$ cat config.mk
export PLATFORM = sky130hd
export DESIGN_NAME = nonce_sequencer
export DESIGN_NICKNAME = d
export VERILOG_FILES = /design/src/rtl/nonce_sequencer_pkg.sv /design/src/rtl/nonce_range_counter.sv /design/src/rtl/nonce_sequencer.sv
export SDC_FILE = /design/constraint.sdc
export NUM_CORES = 1
export LEC_CHECK = 0
export CAP_MARGIN = 20
export CORE_MARGIN = 2
export CORE_UTILIZATION = 45
export CTS_CLUSTER_SIZE = 12
export DETAILED_ROUTE_END_ITERATION = 10
export GPL_TIMING_DRIVEN = 0
export PLACE_DENSITY = 0.76
export SETUP_SLACK_MARGIN = 0.5
export SYNTH_ARGS = -nofsm -noshare
export SYNTH_HDL_FRONTEND = slang
export SYNTH_SLANG_ARGS = --single-unit
$ cat constraint.sdc
create_clock -name clk -period 2.4 [get_ports clk]
set_clock_uncertainty 0.15 [all_clocks]
set_input_delay 0.72 -clock clk [delete_from_list [all_inputs] [get_ports clk]]
set_output_delay 0.72 -clock clk [all_outputs]
set_load 0.02 [all_outputs]
$ cat src/rtl/nonce_sequencer_pkg.sv
// Shared definitions for the hash-search control path.
// Holds FSM state codes, default widths, the positions of the two
// hash bytes that are tested, and the bounty hit rule. The result
// comparator uses the same function, so the rule is defined only here.
package nonce_sequencer_pkg;

    localparam int DEF_NONCE_W = 32;
    localparam int DEF_H_W     = 24;

    typedef logic [1:0] state_t;
    localparam state_t ST_IDLE  = 2'd0;
    localparam state_t ST_ISSUE = 2'd1;
    localparam state_t ST_WAIT  = 2'd2;
    localparam state_t ST_CHECK = 2'd3;

    // Tested bytes, given as the distance of each byte's MSB below H_W:
    // the high byte is h[H_W-1 -: 8] and the low byte is h[H_W-9 -: 8].
    localparam int BYTE_W      = 8;
    localparam int HI_BYTE_OFS = 1;
    localparam int LO_BYTE_OFS = 9;

    // A hit needs both tested bytes strictly below the target, so a
    // target of 0 can never hit.
    function automatic logic bounty_hit(input logic [7:0] hi_byte,
                                        input logic [7:0] lo_byte,
                                        input logic [7:0] target);
        return (hi_byte < target) && (lo_byte < target);
    endfunction

endpackage

$ cat src/rtl/nonce_range_counter.sv
// Current-nonce register for the search sequencer.
// Ports:
//   clk, reset_L        clock, asynchronous active-low reset
//   load                capture start_val into cur and end_val as the last nonce
//   inc                 advance cur by one (wraps modulo 2^NONCE_W)
//   start_val, end_val  range bounds, sampled on load
//   cur                 nonce currently under test
//   at_end              cur equals the latched last nonce
module nonce_range_counter #(
    parameter int NONCE_W = 32
) (
    input  logic               clk,
    input  logic               reset_L,
    input  logic               load,
    input  logic               inc,
    input  logic [NONCE_W-1:0] start_val,
    input  logic [NONCE_W-1:0] end_val,
    output logic [NONCE_W-1:0] cur,
    output logic               at_end
);

    logic [NONCE_W-1:0] end_q;

    always_ff @(posedge clk or negedge reset_L) begin
        if (!reset_L) begin
            cur   <= '0;
            end_q <= '0;
        end else if (load) begin
            cur   <= start_val;
            end_q <= end_val;
        end else if (inc) begin
            cur <= cur + NONCE_W'(1);
        end
    end

    // Equality rather than a magnitude compare: wrapped ranges
    // (end below start) then terminate correctly.
    assign at_end = (cur == end_q);

endmodule

$ cat src/rtl/nonce_sequencer.sv
// Hash-search sequencer: walks a nonce range, issues one nonce at a time
// to the hash core, checks each result against a byte target, and stops
// on the first hit, range exhaustion, hash-core timeout or abort.
// Ports:
//   clk, reset_L                  clock, asynchronous active-low reset
//   start, abort                  begin a search (IDLE only) / terminate a search
//   nonce_start, nonce_end        inclusive range, latched on accepted start
//   target                        byte threshold, latched on accepted start
//   hash_start, hash_nonce        one-cycle issue to the core, nonce under test
//   hash_done, H                  core result strobe and hash value
//   busy, done                    not idle / end-of-search pulse (not on abort)
//   found, exhausted, timeout     sticky end cause
//   nonce_valido, bounty          nonce and hash of the last hit
//   attempts                      results checked this search, saturating
module nonce_sequencer
    import nonce_sequencer_pkg::*;
#(
    parameter int NONCE_W  = DEF_NONCE_W,
    parameter int H_W      = DEF_H_W,
    parameter int MAX_WAIT = 1024
) (
    input  logic               clk,
    input  logic               reset_L,
    input  logic               start,
    input  logic               abort,
    input  logic [NONCE_W-1:0] nonce_start,
    input  logic [NONCE_W-1:0] nonce_end,
    input  logic [7:0]         target,
    output logic               hash_start,
    output logic [NONCE_W-1:0] hash_nonce,
    input  logic               hash_done,
    input  logic [H_W-1:0]     H,
    output logic               busy,
    output logic               done,
    output logic               found,
    output logic               exhausted,
    output logic               timeout,
    output logic [NONCE_W-1:0] nonce_valido,
    output logic [H_W-1:0]     bounty,
    output logic [31:0]        attempts
);

    localparam int WC_W = $clog2(MAX_WAIT + 1);

    state_t             state;
    logic [WC_W-1:0]    wait_cnt;
    logic [H_W-1:0]     h_q;
    logic [7:0]         target_q;
    logic [NONCE_W-1:0] cur;
    logic               at_end;
    logic               accept;
    logic               hit;
    logic               cnt_inc;

    // abort wins over start, so a simultaneous pair leaves us idle.
    assign accept  = (state == ST_IDLE) && start && !abort;
    assign hit     = bounty_hit(h_q[H_W-HI_BYTE_OFS -: BYTE_W],
                                h_q[H_W-LO_BYTE_OFS -: BYTE_W], target_q);
    assign cnt_inc = (state == ST_CHECK) && !abort && !hit && !at_end;

    assign busy       = (state != ST_IDLE);
    // abort squashes an issue pulse in the same cycle.
    assign hash_start = (state == ST_ISSUE) && !abort;
    assign hash_nonce = cur;

    nonce_range_counter #(.NONCE_W(NONCE_W)) u_range (
        .clk       (clk),
        .reset_L   (reset_L),
        .load      (accept),
        .inc       (cnt_inc),
        .start_val (nonce_start),
        .end_val   (nonce_end),
        .cur       (cur),
        .at_end    (at_end)
    );

    always_ff @(posedge clk or negedge reset_L) begin
        if (!reset_L) begin
            state        <= ST_IDLE;
            wait_cnt     <= '0;
            h_q          <= '0;
            target_q     <= '0;
            done         <= 1'b0;
            found        <= 1'b0;
            exhausted    <= 1'b0;
            timeout      <= 1'b0;
            nonce_valido <= '0;
            bounty       <= '0;
            attempts     <= '0;
        end else begin
            done <= 1'b0;
            case (state)
                ST_IDLE: begin
                    if (accept) begin
                        target_q  <= target;
                        found     <= 1'b0;
                        exhausted <= 1'b0;
                        timeout   <= 1'b0;
                        attempts  <= '0;
                        state     <= ST_ISSUE;
                    end
                end
                ST_ISSUE: begin
                    if (abort) begin
                        state <= ST_IDLE;
                    end else begin
                        wait_cnt <= '0;
                        state    <= ST_WAIT;
                    end
                end
                ST_WAIT: begin
                    if (abort) begin
                        state <= ST_IDLE;
                    end else if (hash_done) begin
                        // Checked before the limit: a result arriving on the
                        // last allowed cycle is still accepted.
                        h_q   <= H;
                        state <= ST_CHECK;
                    end else if (wait_cnt == WC_W'(MAX_WAIT - 1)) begin
                        // This cycle is the MAX_WAIT-th without a result.
                        timeout <= 1'b1;
                        done    <= 1'b1;
                        state   <= ST_IDLE;
                    end else begin
                        wait_cnt <= wait_cnt + WC_W'(1);
                    end
                end
                ST_CHECK: begin
                    if (abort) begin
                        state <= ST_IDLE;
                    end else begin
                        if (attempts != '1) attempts <= attempts + 32'd1;
                        if (hit) begin
                            nonce_valido <= cur;
                            bounty       <= h_q;
                            found        <= 1'b1;
                            done         <= 1'b1;
                            state        <= ST_IDLE;
                        end else if (at_end) begin
                            exhausted <= 1'b1;
                            done      <= 1'b1;
                            state     <= ST_IDLE;
                        end else begin
                            state <= ST_ISSUE;
                        end
                    end
                end
                default: state <= ST_IDLE;
            endcase
        end
    end

endmodule

==> results.py <==
metrics = {
    "status": {
        "status": "finished with violations",
        "violations": "negative setup slack",
    },
    "critical_path": {
        "rr_worst_depth": 10,
        "cp_max_fo": 8,
        "ff2ff_setup_slack_ps": -290,
        "reg2reg_from": "target_q[6]$_DFFE_PN0P_",
        "startpoint_type": "flop",
        "cp.required_ps": 2630,
        "setup.worst_path.class": "flop to flop",
        "end_kind": "flop",
        "r2r-end": "bounty[8]$_DFFE_PN0P_",
        "cp.arrival_ps": 2930,
    },
    "placed_design": {
        "portBuffers": 225,
        "placed_cell_area_mm2": 0.0127,
        "place.gp.congestion": 0.834,
        "dp_cells": 1417,
        "hpwl_um": 20000,
    },
    "worst_hold_path": {
        "hp-class": "input pin to asynchronous set/reset pin",
    },
    "die": {
        "io_pins": 227,
        "start_util_pct": 45.8,
        "die_h_um": 150,
        "die_w_um": 150,
        "die_area_mm2": 0.0225,
        "rows": 53,
        "fp.coreArea_mm2": 0.0210,
    },
    "synthesis": {
        "syn_avg_cell_area_um2": 10.5,
        "yosysMostFrequentCell": "dfrtp_1",
        "syn_inst": 916,
        "synth.top_cell.area_share_pct": 52.4,
        "ys_ff_latch": 201,
        "async_flop_share_pct": 100,
        "seq_area_frac_synth_pct": 52.4,
        "synth_top_area_cell": "dfrtp_1",
        "synth_nets": 1034,
        "synth.top_cells.by_area": "dfrtp_1 52%, nand2_1 6.5%, mux2_2 6.0%",
        "synth-warning-count": 0,
        "synth_top_cells_by_count": "201 x dfrtp_1, 166 x nand2_1, 66 x nor2_1",
        "netlist_area_mm2": 0.00961,
        "synth_edf_count": 0,
        "synth_ff_type": "dfrtp_1",
        "synth.distinct_cells": 58,
    },
    "sta": {
        "slew_viol_final": 0,
        "rsz0062_at_grt": "true",
        "worst_pin_slew_ps": 786,
        "min_period_ps": 2690,
        "timing.final.ws_setup_ps": -293,
        "setup_viol": 92,
        "fin_tns_setup_ps": -20780,
        "fin_crit_sh_pct": 112,
        "slew_headroom_pct": 47.6,
        "fmax_mhz": 371,
        "hold_viol": 0,
        "hold_slack_ps": 84.4,
    },
    "drt": {
        "wl_per_cell_um": 20.1,
        "drt_wl_total_um": 32700,
        "drt-initial-drc-count": 533,
        "vias": 8776,
        "drc_errors": 0,
        "first_pass_iters": 5,
        "viasPerCell": 5.39,
        "antenna_left": 0,
    },
    "cts": {
        "ctsHoldBuffers": 0,
        "clk_pin_slew_ps": 60,
        "cts_root_buf": "clkbuf_16",
        "clockBufferDepth": 3,
        "htreeDepth": 1,
        "cts_num_sinks": 201,
        "cts_buffers": 23,
        "clkLatencyLatePin_ps": 510,
        "cts_tree": "done",
    },
    "cells_and_area": {
        "finish.utilization_pct": 76.5,
        "area_delta_synth_final_pct": 67.0,
        "drive_above_1_share_pct": 46.0,
        "diodes": 0,
        "fin_cells": 1628,
        "stdcell_area_mm2": 0.0160,
        "nNetsFinal": 1457,
    },
    "job": {
        "drv_cap": 0,
    },
    "pwr": {
        "power_density_mw_per_mm2": 923,
        "power_leakage_uw": 0.00728,
        "ir_worst_vdd_v": 0.000694,
    },
    "global_routing": {
        "grt_pass1_wl_um": 47500,
        "grt_pass1_vias": 8607,
        "antenna_found_initial": 0,
        "grt_usage_pct": 27.0,
        "grt_overflow": 0,
        "grt_max_degree": 103,
    },
}
[flip-flops by register name, summed over array words and instances, names as in the netlist]
name / count
wait_cnt: 11
exhausted: 1
u_range.end_q: 32
bounty: 24
state: 2
done: 1
u_range.cur: 32
h_q: 24
nonce_valido: 32
timeout: 1
target_q: 8
found: 1
attempts: 32
[power by group]
group | internal, uW | total, uW | switching, uW | leakage [uW]
logic | 3350 | 6240 | 2890 | 0.00437
clock network | 1920 | 3300 | 1380 | 0.000338
registers | 4380 | 5260 | 880 | 0.00257
total | 9650 | 14800 | 5150 | 0.00728
[critical path, stage by stage, from the launching register on]
cell and delay [ps]:
dfrtp_1 380, inv_2 90, ha_4 210, a21o_1 200, a2111oi_4 440, o31ai_4 190
nor3_4 170, buf_6 130, buf_12 150, clkbuf_16 160, mux2_4 310
[what timing repair did]
action / 4_1_cts / 5_1_grt
hold endpoints to repair: 0 / 0
endpoints found under the setup margin: 298 / 322
resized for setup: 772 / 260
cloned: 2 / 3
buffers inserted: 98 / 69
pin swaps: 50 / 50
[cells in the final DEF, fill, tap and decap left out, drive strengths merged, types with 2 or more instances in the layout]
cell	Yosys	layout
or3	8	8
or2	3	3
a21o	4	4
nand4	18	18
dfrtp	201	201
and3	18	18
o21a	3	3
nand2	166	166
nand3	27	27
nor4	24	24
nor3	20	20
o21ai	43	43
a2111oi	4	4
ha	17	17
clkdlybuf4s50	0	97
nor2	66	66
nor4b	6	6
nor3b	3	3
xor2	48	48
xnor2	44	44
a21oi	18	18
a31oi	2	2
and4	7	7
inv	18	18
a211oi	3	3
nand2b	5	5
mux2	80	80
buf	19	328
clkbuf	26	54
mux2i	4	4
[layer usage]
metal / track usage [%] / part of all wire (%) / routed length (um) / up-vias
li1: - / - / - / 3993
met1: 35.5 / 40 / 13100 / 4374
met2: 45.6 / 50 / 16300 / 345
met3: 5.91 / 7.5 / 2440 / 64
met4: 6.79 / 2.3 / 764 / 0
met5: 0 / 0 / 0 / -
[area by class of cell]
class / instances / area [um2]
clock inverter: 2 / 13.8
fill: 1262 / 4920
tap: 275 / 344
timing repair buffer: 398 / 3970
clock buffer: 37 / 678
buffer: 45 / 453
multi-input combinational: 652 / 5430
inverter: 18 / 73.8
sequential: 201 / 5080
[logic make-up after synthesis]
kind of cell | Yosys count | share of synthesized area, %
compound gates | 82 | 5.07
mux | 84 | 9.79
buf+inv | 63 | 2.88
fa+ha+maj | 17 | 2.21
xor+xnor | 92 | 8.39
simple gates | 377 | 19.3
flops | 201 | 52.4
[how the worst max path moves through the flow]
stage          depth (start not counted)                     from                          end  slack, ps
4_1_cts                               10  target_q[6]$_DFFE_PN0P_  nonce_valido[7]$_DFFE_PN0P_       -220
6_report                              10  target_q[6]$_DFFE_PN0P_        bounty[8]$_DFFE_PN0P_       -290
2_1_floorplan                          9  target_q[6]$_DFFE_PN0P_       bounty[10]$_DFFE_PN0P_         10
3_3_place_gp                           1                  reset_L      attempts[2]$_DFFE_PN0P_      -8780
5_1_grt                               10  target_q[6]$_DFFE_PN0P_        bounty[8]$_DFFE_PN0P_       -380
3_5_place_dp                           9  target_q[1]$_DFFE_PN0P_   u_range.cur[4]$_DFFE_PN0P_       -420
[metrics by stage]
step / setup WS [ps] / power, uW
5_1_grt: -376 / 15500
3_3_place_gp: -8780 / 9670
4_1_cts: -216 / 14100
2_1_floorplan: 11.6 / 7680
3_5_place_dp: -425 / 9810
6_report: -293 / 14800
No activity file was read; power rests on OpenSTA's default activity.
